===== src/rtl/game_timer_if.sv =====
// rtl/game_timer_if.sv - control/status bundle between the game-state logic and the game timer
interface game_timer_if #(
  parameter int unsigned WIDTH = 32
);
  logic             Load;
  logic [WIDTH-1:0] Load_val;
  logic             Load_up;
  logic             Start;
  logic             Stop;
  logic             Add;
  logic [WIDTH-1:0] Add_val;
  logic             tick;
  logic [WIDTH-1:0] counter_out;
  logic             expired;
  logic             running;
  logic             done;

  // game-state side: issues commands, observes the timer
  modport master (
    output Load, Load_val, Load_up, Start, Stop, Add, Add_val,
    input  tick, counter_out, expired, running, done
  );

  // timer side
  modport slave (
    input  Load, Load_val, Load_up, Start, Stop, Add, Add_val,
    output tick, counter_out, expired, running, done
  );
endinterface


===== src/rtl/game_timer.sv =====
// rtl/game_timer.sv - prescaled up/down game timer with pause, bonus add and expiry pulse
module game_timer #(
  parameter int unsigned      CLK_HZ   = 50_000_000,
  parameter int unsigned      TICK_HZ  = 1,
  parameter int unsigned      WIDTH    = 32,
  parameter logic [WIDTH-1:0] INIT_VAL = '0
) (
  input  logic         Clk,
  input  logic         Reset,
  game_timer_if.slave  bus
);
  localparam int unsigned      DIV       = CLK_HZ / TICK_HZ;
  localparam int unsigned      PW        = (DIV > 2) ? $clog2(DIV) : 1;
  localparam logic [PW-1:0]    PRESC_TOP = PW'(DIV - 1);
  localparam logic [WIDTH-1:0] ALL_ONES  = '1;

  typedef enum logic [1:0] {S_IDLE, S_RUN, S_PAUSE, S_DONE} state_t;

  state_t           state, state_n;
  logic [WIDTH-1:0] counter, counter_n;
  logic             mode_up, mode_up_n;
  logic [PW-1:0]    presc, presc_n;
  logic             tick_r, tick_n;
  logic             expired_r, expired_n;
  logic             running_r, done_r;

  logic [WIDTH-1:0] add_amt;
  logic [WIDTH:0]   sum_wide;
  logic [WIDTH-1:0] sum_sat;
  logic [WIDTH-1:0] term_val;
  logic             presc_due;

  // bonus time saturates at all-ones; up mode never adds
  always_comb begin
    add_amt  = (bus.Add && !mode_up) ? bus.Add_val : '0;
    sum_wide = {1'b0, counter} + {1'b0, add_amt};
    sum_sat  = sum_wide[WIDTH] ? ALL_ONES : sum_wide[WIDTH-1:0];
    term_val = mode_up ? ALL_ONES : '0;
    presc_due = (presc == '0);
  end

  // next-state, counter and prescaler decisions; Load overrides everything
  always_comb begin
    state_n   = state;
    counter_n = counter;
    mode_up_n = mode_up;
    presc_n   = presc;
    tick_n    = 1'b0;
    expired_n = 1'b0;
    if (bus.Load) begin
      counter_n = bus.Load_val;
      mode_up_n = bus.Load_up;
      presc_n   = PRESC_TOP;
      state_n   = S_IDLE;
    end else begin
      case (state)
        S_IDLE, S_PAUSE: begin
          counter_n = sum_sat;
          if (bus.Start) begin
            // starting on a terminal value expires at once without a tick
            if (sum_sat == term_val) begin
              state_n   = S_DONE;
              expired_n = 1'b1;
            end else begin
              state_n = S_RUN;
            end
          end
        end
        S_RUN: begin
          if (bus.Stop) begin
            // the Stop cycle still counts toward the period, but a due tick is deferred to resume
            counter_n = sum_sat;
            state_n   = S_PAUSE;
            if (!presc_due) presc_n = presc - 1'b1;
          end else if (presc_due) begin
            presc_n   = PRESC_TOP;
            tick_n    = 1'b1;
            counter_n = mode_up ? counter + 1'b1 : sum_sat - 1'b1;
            if (counter_n == term_val) begin
              state_n   = S_DONE;
              expired_n = 1'b1;
            end
          end else begin
            presc_n   = presc - 1'b1;
            counter_n = sum_sat;
          end
        end
        S_DONE: begin
        end
        default: state_n = S_IDLE;
      endcase
    end
  end

  // state and datapath registers; all outputs are registered
  always_ff @(posedge Clk or negedge Reset) begin
    if (!Reset) begin
      state     <= S_IDLE;
      counter   <= INIT_VAL;
      mode_up   <= 1'b0;
      presc     <= PRESC_TOP;
      tick_r    <= 1'b0;
      expired_r <= 1'b0;
      running_r <= 1'b0;
      done_r    <= 1'b0;
    end else begin
      state     <= state_n;
      counter   <= counter_n;
      mode_up   <= mode_up_n;
      presc     <= presc_n;
      tick_r    <= tick_n;
      expired_r <= expired_n;
      running_r <= (state_n == S_RUN);
      done_r    <= (state_n == S_DONE);
    end
  end

  assign bus.tick        = tick_r;
  assign bus.counter_out = counter;
  assign bus.expired     = expired_r;
  assign bus.running     = running_r;
  assign bus.done        = done_r;
endmodule


===== src/flat_wrapper.sv =====
// flat-port wrapper written by rule: the top's interface ports become plain ports
module game_timer_flat 
#(
  parameter int unsigned      CLK_HZ   = 50_000_000,
  parameter int unsigned      TICK_HZ  = 1,
  parameter int unsigned      WIDTH    = 32,
  parameter logic [WIDTH-1:0] INIT_VAL = '0
)
  (Clk, Reset, bus_Load, bus_Load_val, bus_Load_up, bus_Start, bus_Stop, bus_Add, bus_Add_val, bus_tick, bus_counter_out, bus_expired, bus_running, bus_done);
  game_timer_if #(.WIDTH(WIDTH)) bus_i ();
  input  logic Clk;
  input  logic Reset;
  input wire logic [$bits(bus_i.Load)-1:0] bus_Load;
  input wire logic [$bits(bus_i.Load_val)-1:0] bus_Load_val;
  input wire logic [$bits(bus_i.Load_up)-1:0] bus_Load_up;
  input wire logic [$bits(bus_i.Start)-1:0] bus_Start;
  input wire logic [$bits(bus_i.Stop)-1:0] bus_Stop;
  input wire logic [$bits(bus_i.Add)-1:0] bus_Add;
  input wire logic [$bits(bus_i.Add_val)-1:0] bus_Add_val;
  output wire logic [$bits(bus_i.tick)-1:0] bus_tick;
  output wire logic [$bits(bus_i.counter_out)-1:0] bus_counter_out;
  output wire logic [$bits(bus_i.expired)-1:0] bus_expired;
  output wire logic [$bits(bus_i.running)-1:0] bus_running;
  output wire logic [$bits(bus_i.done)-1:0] bus_done;
  assign bus_i.Load = bus_Load;
  assign bus_i.Load_val = bus_Load_val;
  assign bus_i.Load_up = bus_Load_up;
  assign bus_i.Start = bus_Start;
  assign bus_i.Stop = bus_Stop;
  assign bus_i.Add = bus_Add;
  assign bus_i.Add_val = bus_Add_val;
  assign bus_tick = bus_i.tick;
  assign bus_counter_out = bus_i.counter_out;
  assign bus_expired = bus_i.expired;
  assign bus_running = bus_i.running;
  assign bus_done = bus_i.done;
  game_timer #(.CLK_HZ(CLK_HZ), .TICK_HZ(TICK_HZ), .WIDTH(WIDTH), .INIT_VAL(INIT_VAL)) u_core (.Clk(Clk), .Reset(Reset), .bus(bus_i));
endmodule

===== config.mk =====
export PLATFORM = sky130hd
export DESIGN_NAME = game_timer_flat
export DESIGN_NICKNAME = d
export VERILOG_FILES = /design/src/rtl/game_timer_if.sv /design/src/rtl/game_timer.sv /design/src/flat_wrapper.sv
export SDC_FILE = /design/constraint.sdc
export NUM_CORES = 1
export LEC_CHECK = 0
export ABC_AREA = 1
export CAP_MARGIN = 20
export CORE_ASPECT_RATIO = 0.8
export CORE_MARGIN = 2
export CORE_UTILIZATION = 46
export CTS_BUF_LIST = sky130_fd_sc_hd__clkbuf_16
export CTS_CLUSTER_DIAMETER = 120
export CTS_CLUSTER_SIZE = 30
export DETAILED_ROUTE_END_ITERATION = 7
export GPL_ROUTABILITY_DRIVEN = 0
export PLACE_DENSITY = 0.67
export SLEW_MARGIN = 20
export SYNTH_ARGS = -nofsm -noshare
export SYNTH_HDL_FRONTEND = slang
export SYNTH_SLANG_ARGS = --single-unit

===== constraint.sdc =====
create_clock -name Clk -period 4.6 [get_ports Clk]
set_input_delay 0.69 -clock Clk [delete_from_list [all_inputs] [get_ports Clk]]
set_output_delay 0.69 -clock Clk [all_outputs]
set_load 0.005 [all_outputs]

After elaboration in Yosys (flattened, before gate mapping)
Index checks and enable logic that the tools add are counted.
{ "totals": {"regBits": 65, "latch_bits": 0, "ramBits": 0, "mem_bits_ro": 0, "in_bits": 71, "output_inout_bits": 36, "word_cells": 58, "n_memories": 0} }
{ "classes": {"n_addsub": 4, "mul": 0, "n_div": 0, "magnitude_cmp": 0, "n_eq_ne": 7, "n_shift": 0, "mux": 31, "bitwise": 0, "n_reduce_logical": 8} }
{ "ops": {"columns": ["op", "n"], "rows": [
  ["$mux W32", 7],
  ["$mux W26", 5],
  ["$eq A32 B32 Y1", 2],
  ["$pmux W32 S2", 1],
  ["$add A32 B32 Y33", 1],
  ["$add A32 B1 Y32 const B", 1],
  ["$sub A32 B1 Y32 const B", 1],
  ["$logic_not A26 Y1", 1],
  ["$sub A26 B1 Y26 const B", 1],
  ["$mux W2", 6],
  ["$mux W1", 10],
  ["$eq A2 B1 Y1 const B", 2],
  ["$eq A2 B2 Y1 const B", 2],
  ["$pmux W2 S2", 1],
  ["$ne A3 B3 Y1 const B", 1],
  ["$reduce_bool A3 Y1", 1],
  ["$logic_not A2 Y1", 1],
  ["$pmux W1 S2", 1],
  ["$reduce_and A2 Y1", 1],
  ["$reduce_bool A2 Y1", 1],
  ["$reduce_or A2 Y1", 1],
  ["$logic_and A1 B1 Y1", 1],
  ["$logic_not A1 Y1", 1]
]} }

Depth between registers and ports, before layout
{ "logic_depth": {"ltp_word": 14, "mapped_depth": 37, "mapped_depth_nobuf": 33} }

Worst setup path after synthesis
No wires, ideal clock.
{ "synth_timing": {"kind": "reg-to-reg", "from": "register u_core.mode_up", "to": "register u_core.running_r, in the netlist u_core.bus.running", "setup_time_ns": 0.115, "t_arrival_ns": 4.434, "required_time_ns": 4.485, "setup_slack_ns": 0.051, "path_stages_with_launch": 37, "path_buffers": 4, "period_less_slack_ns": 4.549, "cell_sequence": "dfrtp_1 > clkinv_1 > buf_4 > buf_4 > nand2_1 > clkbuf_1 > nor2_1 > ha_1 > fa_1 > nand2_1 > nand2_1 > nand3_1 > nand2_1 > nand2_2 > nand2_2 > nand2_4 > nand2_4 > buf_6 > nor2_1 > ha_1 > inv_1 > nor3_1 > nand2_1 > nor2_4 > nand2_1 > nand2_1 > nand2_1 > o21ai_2 > nand2_1 > inv_1 > nand2_1 > nor2_1 > nand2_1 > nand2_1 > nand2_1 > nand2_1 > nor2_1"} }
{ "synth_between": {"elab_chain_cells": 14} }
{ "synth_rtl": {"columns": ["element", "line_no", "rtl"], "rows": [
  ["start: declaration", "game_timer.sv:21", "logic mode_up, mode_up_n;"],
  ["start signal: assignment", "game_timer.sv:109", "mode_up <= mode_up_n;"],
  ["$logic_not A1 Y1", "game_timer.sv:35", "add_amt = (bus.Add && !mode_up) ? bus.Add_val : '0;"],
  ["$logic_and A1 B1 Y1", "game_timer.sv:35", null],
  ["$mux W32", "game_timer.sv:35", null],
  ["$add A32 B32 Y33", "game_timer.sv:36", "sum_wide = {1'b0, counter} + {1'b0, add_amt};"],
  ["$mux W32", "game_timer.sv:37", "sum_sat = sum_wide[WIDTH] ? ALL_ONES : sum_wide[WIDTH-1:0];"],
  ["$sub A32 B1 Y32", "game_timer.sv:78", "counter_n = mode_up ? counter + 1'b1 : sum_sat - 1'b1;"],
  ["$mux W32", "game_timer.sv:78", null],
  ["$eq A32 B32 Y1", "game_timer.sv:79", "if (counter_n == term_val) begin"],
  ["$mux W2", "game_timer.sv:79", null],
  ["$mux W2", "game_timer.sv:75", "end else if (presc_due) begin"],
  ["$mux W2", "game_timer.sv:70", "if (bus.Stop) begin"],
  ["$pmux W2 S2 *", "game_timer.sv:56", "case (state)"],
  ["$mux W2 *", "game_timer.sv:50", "if (bus.Load) begin"],
  ["$eq A2 B1 Y1 *", "game_timer.sv:113", "running_r <= (state_n == S_RUN);"],
  ["end signal: assignment", "game_timer.sv:113", null],
  ["end: declaration", "game_timer.sv:25", "logic running_r, done_r;"]
]} }
Mark *: on every way between the ends. The rest lies on a longest branch, timed or not.
A chain may end at the register's enable or synchronous reset.

Worst setup path in the final report
{ "layout_timing": {"from": "input port bus_Add_val[0]", "to": "register u_core.done_r, in the netlist u_core.bus.done"} }
{ "layout_between": {"elab_chain_cells": 12} }
{ "layout_rtl": {"columns": ["element", "line_no", "rtl"], "rows": [
  ["start: declaration", "flat_wrapper.sv:19", "input wire logic [$bits(bus_i.Add_val)-1:0] bus_Add_val;"],
  ["$mux W32 *", "game_timer.sv:35", null],
  ["$add A32 B32 Y33 *", "game_timer.sv:36", null],
  ["$mux W32 *", "game_timer.sv:37", null],
  ["$sub A32 B1 Y32", "game_timer.sv:78", null],
  ["$mux W32", "game_timer.sv:78", null],
  ["$eq A32 B32 Y1", "game_timer.sv:79", null],
  ["$mux W2", "game_timer.sv:79", null],
  ["$mux W2", "game_timer.sv:75", null],
  ["$mux W2", "game_timer.sv:70", null],
  ["$pmux W2 S2 *", "game_timer.sv:56", null],
  ["$mux W2 *", "game_timer.sv:50", null],
  ["$eq A2 B2 Y1 *", "game_timer.sv:114", "done_r <= (state_n == S_DONE);"],
  ["end signal: assignment", "game_timer.sv:114", null],
  ["end: declaration", "game_timer.sv:25", null]
]} }
Marked as above.

==> out/results.ini <==
[min_path]
holdCritPathClass = primary input to asynchronous set/reset pin

[placed_design]
dp_slack_ps = -373.2
port_buffers = 106
placed_cells = 2206
placed_cell_area_um2 = 11900
dp_hpwl_mm = 30.82

[logic_synthesis]
synth_flop_cell = dfrtp_1
synth_cells = 1646
yosysTopAreaCell = nand2_1
synth_cell_types = 51
synth_nets = 1753
synth_area_leaders = nand2_1 (22%), dfrtp_1 (13%), inv_1 (12%), nor2_1 (9.9%), nand3_1 (8.7%)
synth_edf_count = 0
yosysWarnings = 0
async_flop_share_pct = 100.0
ys_seq_area_share_pct = 18.43
syn_area_um2 = 8949
synth_top_area_share_pct = 21.56
syn_avg_cell_area_um2 = 5.437
ys_seq_elements = 65

[cts]
clkSinkCount = 65
hold_buffers = 0
cts_buffer_depth = 2
cts_buffers = 9
worstSkewPairLatency_ps = 340
cts_tree = yes
cts_setup_buffers = 0
root_buffer = clkbuf_16
path_clk_slew_ps = 60
cts_max_level = 3

[global_route]
grt_usage_pct = 36.30
antenna_found_initial = 0
grt_overflow = 0
grt_pass1_wl_mm = 58.31
grt_max_degree = 43
grt_pass1_vias = 10860

[cells_and_area]
final_common_cell = nand2_1
seqCellArea_um2 = 1649
mostFrequentLayoutCells = nand2_1 (507), inv_1 (278), buf_4 (225), nor2_1 (218), nand3_1 (154)
fill_cells = 1891
multiInputGateArea_um2 = 6203
area_growth_pct = 38.32
nets = 2067
insertedDiodeCount = 0
instances_no_fill = 2223
layout-drive-gt1-share_pct = 17.05
postLayoutCellArea_um2 = 12380

[routing]
drtIter0Drc = 1588
drc = 0
drt_wl_total_mm = 37.82
wl_per_cell_um = 17.01
via_per_inst = 5.471
ant_nets = 0
vias = 12160
drtPass1Iterations = 7

[timing]
period_needed_ps = 4322
max_clock_freq_mhz = 231.4
finalWorstSetupSlack_ps = 278.4
hold_violations = 0
hold_slack_ps = 359.7
fin_skew_ps = 7.648
drv_slew = 0
rsz0062_at_grt = yes
setup_violations = 0
worstMarginPinSlew_ps = 1028
fin_tns_setup_ps = 0
final.period_utilization_pct = 93.95
maxSlewHeadroom_pct = 31.38

[critical_path]
startpoint_type = primary input
r2r_setup_slack_ps = 300
reg2reg_from = u_core.mode_up
reg2reg_to = u_core.bus.done
endpoint_kind = register
crit_required_ps = 4860
criticalPathCategory = primary input to register
crit_arrival_ps = 4580
rr_worst_depth = 26
critPathMaxFanout = 3

[floorplan]
initial_utilization_pct = 47.02
ios = 107
die_w_um = 159.9
die_h_um = 128.8
num_rows = 45
design.core.area_um2 = 19030
dieArea_um2 = 20590

[power]
power_frac_comb_pct = 72.7
power.switching_w = 0.002901
p_leak_nw = 6.461
power.density_nw_per_um2 = 476.2
power_frac_clock_pct = 12.0
p_int_w = 0.002994
p_sw_share_pct = 49.21
seqPwrFrac_pct = 15.3
peakVddDrop_mv = 0.2676

[run_status]
status = finished, final reports clean

[job]
drv_cap = 0

## cells by family (layout without fill, tap and decap cells)
| logic type | count (synthesis) | count (layout) | synth area share, % |
|---|---|---|---|
| flip-flops | 65 | 65 | 18.43 |
| adder cells (fa/ha/maj) | 36 | 36 | 5.117 |
| AND/OR/NAND/NOR | 997 | 997 | 46.94 |
| XOR/XNOR | 21 | 21 | 2.055 |
| AO/OA/AOI/OAI | 206 | 206 | 13.73 |
| buffers and inverters | 321 | 640 | 13.73 |
## final cells by class
cell class,count,share of cell area (%)
Inverter,289,8.764
Tap cell,258,2.608
Sequential cell,65,13.32
Multi-Input combinational cell,1260,50.12
Timing Repair Buffer,335,22.80
Clock inverter,7,0.5661
Clock buffer,9,1.819
## critical path, stage by stage
cell and delay, ps:
clkdlybuf4s50_1 390, inv_1 60, nor2_2 50, ha_2 190, fa_1 390, nand2_1 100
nand2_1 70, nand3_1 90, nand2_1 100, nand2_2 90, nand2_2 100, a21oi_4 190
nand2_2 80, inv_1 80, ha_1 150, nand2_1 80, a211oi_2 220, nand3_1 120
nor3_2 120, nand4_1 110, nor3_2 180, nand4_1 120, nor2_1 130, nand3_1 110
nor4_2 250, nand2_1 150, a21oi_1 180
## sequential cells by signal (all words and copies together) (netlist names)
signal	flops
u_core.presc	26
u_core.bus.counter_out	32
u_core.state	2
u_core.mode_up	1
u_core.bus.expired	1
u_core.bus.running	1
u_core.bus.tick	1
u_core.bus.done	1
## through the flow
stage	util [%]	power [W]
detailed placement	62.50	0.004961
floorplan	-	0.002850
global placement	62.50	0.004939
global route	65.04	0.006296
finish	65.04	0.005895
CTS	64.09	0.005690
## synth_stat cells (2+ instances only)
cell type	count
nor2_4	6
a221o_1	3
o2111ai_1	14
o21ai_0	74
nand2_1	514
a21boi_0	2
a21oi_2	2
ha_1	35
inv_1	279
o221ai_1	4
o21ai_1	4
nand2_2	4
o211ai_1	5
a21o_1	4
a22oi_1	4
xor2_1	14
a221oi_1	3
nor2_1	236
o311ai_0	4
clkinv_1	4
clkbuf_1	26
nand2_4	2
nand3b_1	2
dfstp_2	18
buf_4	4
nand3_1	155
a31oi_1	7
o22ai_1	2
or2_2	3
nand3_2	4
xnor2_1	7
o21bai_1	2
inv_2	6
nand4_1	28
or4_1	2
nor4_1	11
a21oi_1	66
nor2_2	6
nor3_1	22
dfrtp_1	47
## power groups by stage
stage,clock [W],combinational (W),sequential [W]
after detailed placement,0,0.00405,0.000908
final,0.000706,0.00429,0.000904
after CTS,0.000706,0.00408,0.000900
after global placement,0,0.00403,0.000909
after global routing,0.000732,0.00465,0.000914
after floorplan,0,0.00200,0.000851
## what timing repair did
item                                    in CTS  in global routing
pin swaps                                    0                  3
cloned                                       0                  1
endpoints found under the setup margin       3                 13
resized for setup                            1                 47
endpoints found under the hold margin        0                  0
## worst max path at each step
stage	startpoint	endpoint	slack, ps	cells after the start
floorplan	u_core.mode_up	u_core.bus.running	50	36
global placement	bus_Add	u_core.bus.running	-180	27
detailed placement	bus_Add	u_core.bus.done	-370	26
CTS	bus_Add	u_core.bus.done	20	26
global route	bus_Add_val[0]	u_core.bus.done	9	29
finish	bus_Add_val[0]	u_core.bus.done	280	27
## routing by layer
metal	GRT usage [%]	part of all wire, %	wire [um]
met1	52.89	45	16990
met2	52.51	39	14880
met3	8.865	12	4612
met4	11.87	3.5	1340
met5	0	0	0
(Power assumes the default switching activity.)
